<file path="src/rtl/fifo_rd_arb_if.sv">
// Handshake bundle between the FIFO read arbiter and its FIFO bank / downstream sink.
// The slave modport is the arbiter's view; master is the surrounding environment.
interface fifo_rd_arb_if #(
  parameter int NUM_PORTS = 4,
  parameter int W_WIDTH   = 32
);
  logic                           arb_en;
  logic [NUM_PORTS-1:0]           fifo_empty;
  logic [NUM_PORTS-1:0]           fifo_last;
  logic [NUM_PORTS*W_WIDTH-1:0]   fifo_data;
  logic                           out_ready;
  logic [NUM_PORTS-1:0]           fifo_rd_en;
  logic [NUM_PORTS-1:0]           grant;
  logic [W_WIDTH-1:0]             data_out;
  logic                           data_valid;
  logic                           busy;

  modport master (
    output arb_en, fifo_empty, fifo_last, fifo_data, out_ready,
    input  fifo_rd_en, grant, data_out, data_valid, busy
  );

  modport slave (
    input  arb_en, fifo_empty, fifo_last, fifo_data, out_ready,
    output fifo_rd_en, grant, data_out, data_valid, busy
  );
endinterface

</file>
<file path="src/rtl/fifo_rd_arb.sv">
// Round-robin burst read arbiter over NUM_PORTS show-ahead FIFOs (IDLE/XFER/FLUSH).
// Define FIFO_ARB_BURST_LIMIT_EN to release a grant after MAX_BURST reads.
module fifo_rd_arb #(
  parameter int NUM_PORTS = 4,
  parameter int W_WIDTH   = 32,
  parameter int MAX_BURST = 16
) (
  input  logic          clk,
  input  logic          rst,
  fifo_rd_arb_if.slave  bus
);
  localparam int PW = (NUM_PORTS > 1) ? $clog2(NUM_PORTS) : 1;

  if (MAX_BURST < 1 || MAX_BURST > 255) begin : g_bad_burst
    $error("MAX_BURST must be in 1..255");
  end

  typedef enum logic [1:0] {IDLE, XFER, FLUSH} state_e;

  state_e               state_q;
  logic [PW-1:0]        ptr_q;
  logic [PW-1:0]        gidx_q;
  logic [NUM_PORTS-1:0] grant_q;
  logic [W_WIDTH-1:0]   data_q;
  logic                 valid_q;

  logic                 found_d;
  logic [PW-1:0]        sel_d;
  logic [PW-1:0]        cand_d;
  int                   idx_d;
  logic                 rd_d;
  logic                 last_d;
  logic                 limit_d;
  logic [W_WIDTH-1:0]   word_d;
  logic [NUM_PORTS-1:0] rd_vec_d;

  // First non-empty port strictly after the last-granted one, wrapping around.
  always_comb begin
    found_d = 1'b0;
    sel_d   = '0;
    cand_d  = '0;
    idx_d   = 0;
    for (int k = 1; k <= NUM_PORTS; k++) begin
      idx_d  = (int'(ptr_q) + k) % NUM_PORTS;
      cand_d = PW'(idx_d);
      if (!found_d && !bus.fifo_empty[cand_d]) begin
        found_d = 1'b1;
        sel_d   = cand_d;
      end
    end
  end

  always_comb begin
    word_d = '0;
    for (int i = 0; i < NUM_PORTS; i++) begin
      if (gidx_q == PW'(i)) word_d = bus.fifo_data[i*W_WIDTH +: W_WIDTH];
    end
  end

  assign rd_d   = (state_q == XFER) && bus.out_ready && bus.arb_en &&
                  !bus.fifo_empty[gidx_q] && !rst;
  assign last_d = bus.fifo_last[gidx_q];

  always_comb begin
    rd_vec_d         = '0;
    rd_vec_d[gidx_q] = rd_d;
  end

`ifdef FIFO_ARB_BURST_LIMIT_EN
  logic [7:0] burst_q;

  // Cleared while idle so every new grant starts counting from zero.
  always_ff @(posedge clk) begin
    if (rst || state_q == IDLE) burst_q <= '0;
    else if (rd_d)              burst_q <= burst_q + 8'd1;
  end

  assign limit_d = (burst_q == 8'(MAX_BURST - 1));
`else
  assign limit_d = 1'b0;
`endif

  always_ff @(posedge clk) begin
    if (rst) begin
      state_q <= IDLE;
      ptr_q   <= PW'(NUM_PORTS - 1);
      gidx_q  <= '0;
      grant_q <= '0;
      data_q  <= '0;
      valid_q <= 1'b0;
    end else begin
      valid_q <= rd_d;
      if (rd_d) data_q <= word_d;
      case (state_q)
        IDLE: begin
          if (bus.arb_en && found_d) begin
            state_q <= XFER;
            gidx_q  <= sel_d;
            ptr_q   <= sel_d;
            grant_q <= NUM_PORTS'(1) << sel_d;
          end
        end
        XFER: begin
          if (rd_d) begin
            if (last_d || limit_d) begin
              state_q <= FLUSH;
              grant_q <= '0;
            end
          end else if (bus.fifo_empty[gidx_q] || !bus.arb_en) begin
            state_q <= FLUSH;
            grant_q <= '0;
          end
        end
        FLUSH:   state_q <= IDLE;
        default: state_q <= IDLE;
      endcase
    end
  end

  // Outputs are masked while rst is high so a word read just before reset never surfaces.
  assign bus.fifo_rd_en = rd_vec_d;
  assign bus.grant      = rst ? '0 : grant_q;
  assign bus.data_out   = rst ? '0 : data_q;
  assign bus.data_valid = valid_q && !rst;
  assign bus.busy       = (state_q != IDLE) && !rst;
endmodule

</file>
<file path="src/flat_wrapper.sv">
// flat-port wrapper written by rule: the top's interface ports become plain ports
module fifo_rd_arb_flat 
#(
  parameter int NUM_PORTS = 4,
  parameter int W_WIDTH   = 32,
  parameter int MAX_BURST = 16
)
  (clk, rst, bus_arb_en, bus_fifo_empty, bus_fifo_last, bus_fifo_data, bus_out_ready, bus_fifo_rd_en, bus_grant, bus_data_out, bus_data_valid, bus_busy);
  fifo_rd_arb_if #(.NUM_PORTS(NUM_PORTS), .W_WIDTH(W_WIDTH)) bus_i ();
  input  logic clk;
  input  logic rst;
  input wire logic [$bits(bus_i.arb_en)-1:0] bus_arb_en;
  input wire logic [$bits(bus_i.fifo_empty)-1:0] bus_fifo_empty;
  input wire logic [$bits(bus_i.fifo_last)-1:0] bus_fifo_last;
  input wire logic [$bits(bus_i.fifo_data)-1:0] bus_fifo_data;
  input wire logic [$bits(bus_i.out_ready)-1:0] bus_out_ready;
  output wire logic [$bits(bus_i.fifo_rd_en)-1:0] bus_fifo_rd_en;
  output wire logic [$bits(bus_i.grant)-1:0] bus_grant;
  output wire logic [$bits(bus_i.data_out)-1:0] bus_data_out;
  output wire logic [$bits(bus_i.data_valid)-1:0] bus_data_valid;
  output wire logic [$bits(bus_i.busy)-1:0] bus_busy;
  assign bus_i.arb_en = bus_arb_en;
  assign bus_i.fifo_empty = bus_fifo_empty;
  assign bus_i.fifo_last = bus_fifo_last;
  assign bus_i.fifo_data = bus_fifo_data;
  assign bus_i.out_ready = bus_out_ready;
  assign bus_fifo_rd_en = bus_i.fifo_rd_en;
  assign bus_grant = bus_i.grant;
  assign bus_data_out = bus_i.data_out;
  assign bus_data_valid = bus_i.data_valid;
  assign bus_busy = bus_i.busy;
  fifo_rd_arb #(.NUM_PORTS(NUM_PORTS), .W_WIDTH(W_WIDTH), .MAX_BURST(MAX_BURST)) u_core (.clk(clk), .rst(rst), .bus(bus_i));
endmodule
</file>
<file path="config.mk">
export PLATFORM = sky130hd
export DESIGN_NAME = fifo_rd_arb_flat
export DESIGN_NICKNAME = d
export VERILOG_FILES = /design/src/rtl/fifo_rd_arb_if.sv /design/src/rtl/fifo_rd_arb.sv /design/src/flat_wrapper.sv
export SDC_FILE = /design/constraint.sdc
export NUM_CORES = 1
export LEC_CHECK = 0
export CAP_MARGIN = 20
export CORE_UTILIZATION = 32
export DETAILED_ROUTE_END_ITERATION = 12
export MAX_ROUTING_LAYER = met4
export PLACE_DENSITY_LB_ADDON = 0.25
export SYNTH_ARGS = -nofsm -noshare
export SYNTH_HDL_FRONTEND = slang
export SYNTH_SLANG_ARGS = --single-unit
</file>
<file path="constraint.sdc">
create_clock -name clk -period 2.41 [get_ports clk]
set_input_delay 0.3615 -clock clk [delete_from_list [all_inputs] [get_ports clk]]
set_output_delay 0.3615 -clock clk [all_outputs]
set_load 0.01 [all_outputs]
</file>
==> impl_results.md <==
- Run status: finished with violations
- Failing checks: negative setup slack
- Final count of hold timing violations: 0
- Shortest clock period the worst path allows after layout: approximately 2.4 ns
- Peak clock frequency supported by timing: 415 MHz
- Final non-filler cell area: 4870 um^2
- Remaining design rule violation count: 0
- Setup repair after global routing missed its margin: yes
- Via count of the first global-routing pass: ~2,800
- Core area: 8260 um^2
- Max-slew violations: 0
- Setup slack after layout: -0.000670 ns
- Die extent in y: 94.8 um
- Worst-skew pair later-pin latency: 0.29 ns
- CP cell instances: mux4_2, or3_4, buf_6, nor2_4, and3_4, buf_6
- Placed wire-length estimate: 6230 um
- Number of maximum-capacitance violations: 0
- Arrival time of data at the critical path endpoint: 2.05 ns
- Dominant synthesized flop cell: sky130_fd_sc_hd__dfxtp_1
- Post-synthesis sequential area ratio: 31.3%
- Net count reported at finish: 611
- Number of warnings printed during yosys synthesis: 0
- Maximum number of pins on one net before global-route repair: 43
- Power per Cell Area: 390 nW/um^2
- GRT Overall Usage: between 10% and 20%
- Synth unique cells: 35
- Routed wire length: around 8100 um
- Nets in the synthesized netlist: ~430
- CP startpoint kind: flop
- Layout cell share with drive strength beyond 1: between 10% and 20%
- Biggest fanout along the worst timing path: 4
- Commonest non-fill, non-tap cells in the layout: sky130_fd_sc_hd__clkdlybuf4s50_1 (172), sky130_fd_sc_hd__nand2_1 (67), sky130_fd_sc_hd__dfxtp_1 (41), sky130_fd_sc_hd__nor2b_1 (39), sky130_fd_sc_hd__a21oi_1 (37)
- Stage delay of the slowest cell on the critical path: 0.50 ns
- Number of enable flip-flop cells after synthesis: 0
- CTS Root Cell: sky130_fd_sc_hd__clkbuf_8
- Number of antenna violations at the first check in global routing: 0
- Post-synthesis instance total: 288
- Post-detailed-placement cell area: about 4700 um^2
- Input/output buffers: 181
- Family of cells with the greatest summed delay on the critical path: simple AND/OR/NAND/NOR gates
- Worst hold-check path type: reg2reg
- Final global-route overflow total: 0
- Synth-to-layout area growth: 76.7%
- Worst setup skew after layout: 0.00462 ns
- Total CTS buffers: 5
- Post-route antenna net violation count: 0
- Worst Setup End Kind: output pin
- Req. time, crit path: 2.05 ns
- Drt first-iter violations: 96
- Worst slew margin relative to its limit: 52.9%
- First-pass GRT wire length: between 10,000 and 15,000 um
- I/O pin count: 182
- Number of placed instances with taps included: 568
- Register bit count reported by yosys: 43
- Cell with the largest stage delay on the worst path: sky130_fd_sc_hd__mux4_2
- Final weighted congestion in routability-driven placement: 0.752
- Post-Layout Cell Count: 576
- Dominant cell type by count on the critical path: sky130_fd_sc_hd__buf_6
- Die outline area: 8980 um^2
- Endpoints failing setup: 1
- Clock-pin slew on the worst setup and hold paths: around 0.08 ns
- Synthesized cell area: roughly 2800 um^2
- Initial cell density of the core: 33.3%
- Total of hold buffers inserted after clock tree synthesis: 0
- Average cell area after synthesis: 9.56 um^2
- Antenna diode count: 0
- Number of H-tree levels: 2
- Vias after detailed routing: 2,825
- Leading cell type in the layout, fill and taps excluded: sky130_fd_sc_hd__clkdlybuf4s50_1
- Clock sinks: 43
- Core Util, Final: 58.9%
- Maximum vdd drop: around 0.36 mV
- Clock Path Buffers: 2
- Clock tree from TritonCTS: done
- WP buf/inv: 2
- Proportion of register bits with asynchronous set or reset after synthesis: 0%
- Per-cell via count in the routed design: ~5
- Row count: 33
- Crit Path Category: reg2out
- Routed WL per cell: 14.1 um
- Share of the clock period used by the worst path: 100%
- Leak: between 1.5 and 2 nW
- Actual slew at the worst max-slew pin: roughly 0.7 ns
- Die X-Extent: 94.8 um
- First drt pass iteration count: 4
-- routing by layer --
metal	wire, um	up-vias	GRT usage, %
li1	-	1394	-
met1	3000	1309	20.1
met2	4340	116	33.9
met3	719	6	4.59
met4	68	0	4.29
met5	0	-	-
-- worst paths after layout --
check | start | end | slack [ns] | depth (start not counted)
worst min-delay path | u_core.data_q[9] | u_core.data_q[9] | 0.45 | 2
worst max-delay path | u_core.gidx_q[1] | bus_fifo_rd_en[3] | -0.0007 | 6
worst min register to register | u_core.data_q[9] | u_core.data_q[9] | 0.45 | 2
worst max register to register | u_core.gidx_q[0] | u_core.grant_q[0] | 0.22 | 6
-- flip-flops by register name, indices dropped and copies added, names as in the netlist --
register        count
u_core.state_q      2
u_core.ptr_q        2
u_core.grant_q      4
u_core.valid_q      1
u_core.data_q      32
u_core.gidx_q       2
-- through the flow --
step / setup slack [ns] / TNS [ns] / power, mW / hold slack (ns)
2_1_floorplan: 0.325 / 0 / 1.06 / 0.432
3_3_place_gp: -0.575 / -2.19 / 1.36 / 0.437
3_5_place_dp: -0.609 / -2.60 / 1.37 / 0.443
4_1_cts: -0.0403 / -0.114 / 1.92 / 0.454
5_1_grt: -0.0865 / -0.268 / 2.00 / 0.467
6_report: -0.000670 / -0.000670 / 1.90 / 0.453
-- cells in the mapped netlist (2+ instances only) --
| cell | number | area share, % |
|---|---|---|
| sky130_fd_sc_hd__nor2b_1 | 39 | 8.9 |
| sky130_fd_sc_hd__mux4_2 | 34 | 28 |
| sky130_fd_sc_hd__nand2_1 | 67 | 9.1 |
| sky130_fd_sc_hd__a211oi_1 | 2 | 0.55 |
| sky130_fd_sc_hd__o31ai_1 | 8 | 2.2 |
| sky130_fd_sc_hd__buf_2 | 8 | 1.5 |
| sky130_fd_sc_hd__inv_1 | 2 | 0.27 |
| sky130_fd_sc_hd__nor4b_2 | 2 | 1.1 |
| sky130_fd_sc_hd__nand3b_1 | 2 | 0.55 |
| sky130_fd_sc_hd__buf_6 | 3 | 1.2 |
| sky130_fd_sc_hd__nand2b_1 | 4 | 0.91 |
| sky130_fd_sc_hd__a21oi_1 | 37 | 6.7 |
| sky130_fd_sc_hd__clkbuf_1 | 11 | 1.5 |
| sky130_fd_sc_hd__and3_1 | 2 | 0.45 |
| sky130_fd_sc_hd__dfxtp_1 | 43 | 31 |
| sky130_fd_sc_hd__nor2_1 | 5 | 0.68 |
-- final cells by class --
| cell class | instances | area, um^2 |
|---|---|---|
| fillers | 721 | 3390 |
| repair buffers | 200 | 1970 |
| multi-input cells | 219 | 1790 |
| flip-flops and latches | 43 | 863 |
| well taps | 105 | 131 |
| clock buffers | 6 | 72.6 |
| clock inverters | 1 | 30.0 |
| inverters | 2 | 7.51 |
-- where the power goes --
part | switching [mW] | internal [mW] | total (mW)
logic | 0.204 | 0.399 | 0.604
clock network | 0.240 | 0.304 | 0.544
registers | 0.0152 | 0.733 | 0.749
total | 0.459 | 1.44 | 1.90
-- worst reg2reg max path, stage by stage (launching register included) --
cell,delay (ns)
sky130_fd_sc_hd__dfxtp_2,0.34
sky130_fd_sc_hd__buf_4,0.57
sky130_fd_sc_hd__mux4_2,0.62
sky130_fd_sc_hd__a211oi_1,0.25
sky130_fd_sc_hd__buf_4,0.17
sky130_fd_sc_hd__o31ai_1,0.08
sky130_fd_sc_hd__o31ai_1,0.08
-- cell families (layout without fill, tap and decap cells) --
family | count (synthesis) | in the layout | synth area share [%]
AOI/OAI and AO/OA | 53 | 53 | 11.0
muxes | 35 | 35 | 28.2
and+or+nand+nor | 131 | 131 | 24.6
DFF | 43 | 43 | 31.3
buffers and inverters | 26 | 209 | 4.86
-- what timing repair did --
action	CTS	global route
pin swaps	1	1
endpoints found under the hold margin	0	0
setup endpoints to repair	4	4
setup buffers	0	1
gates resized for setup	23	3
(Power assumes the default switching activity.)
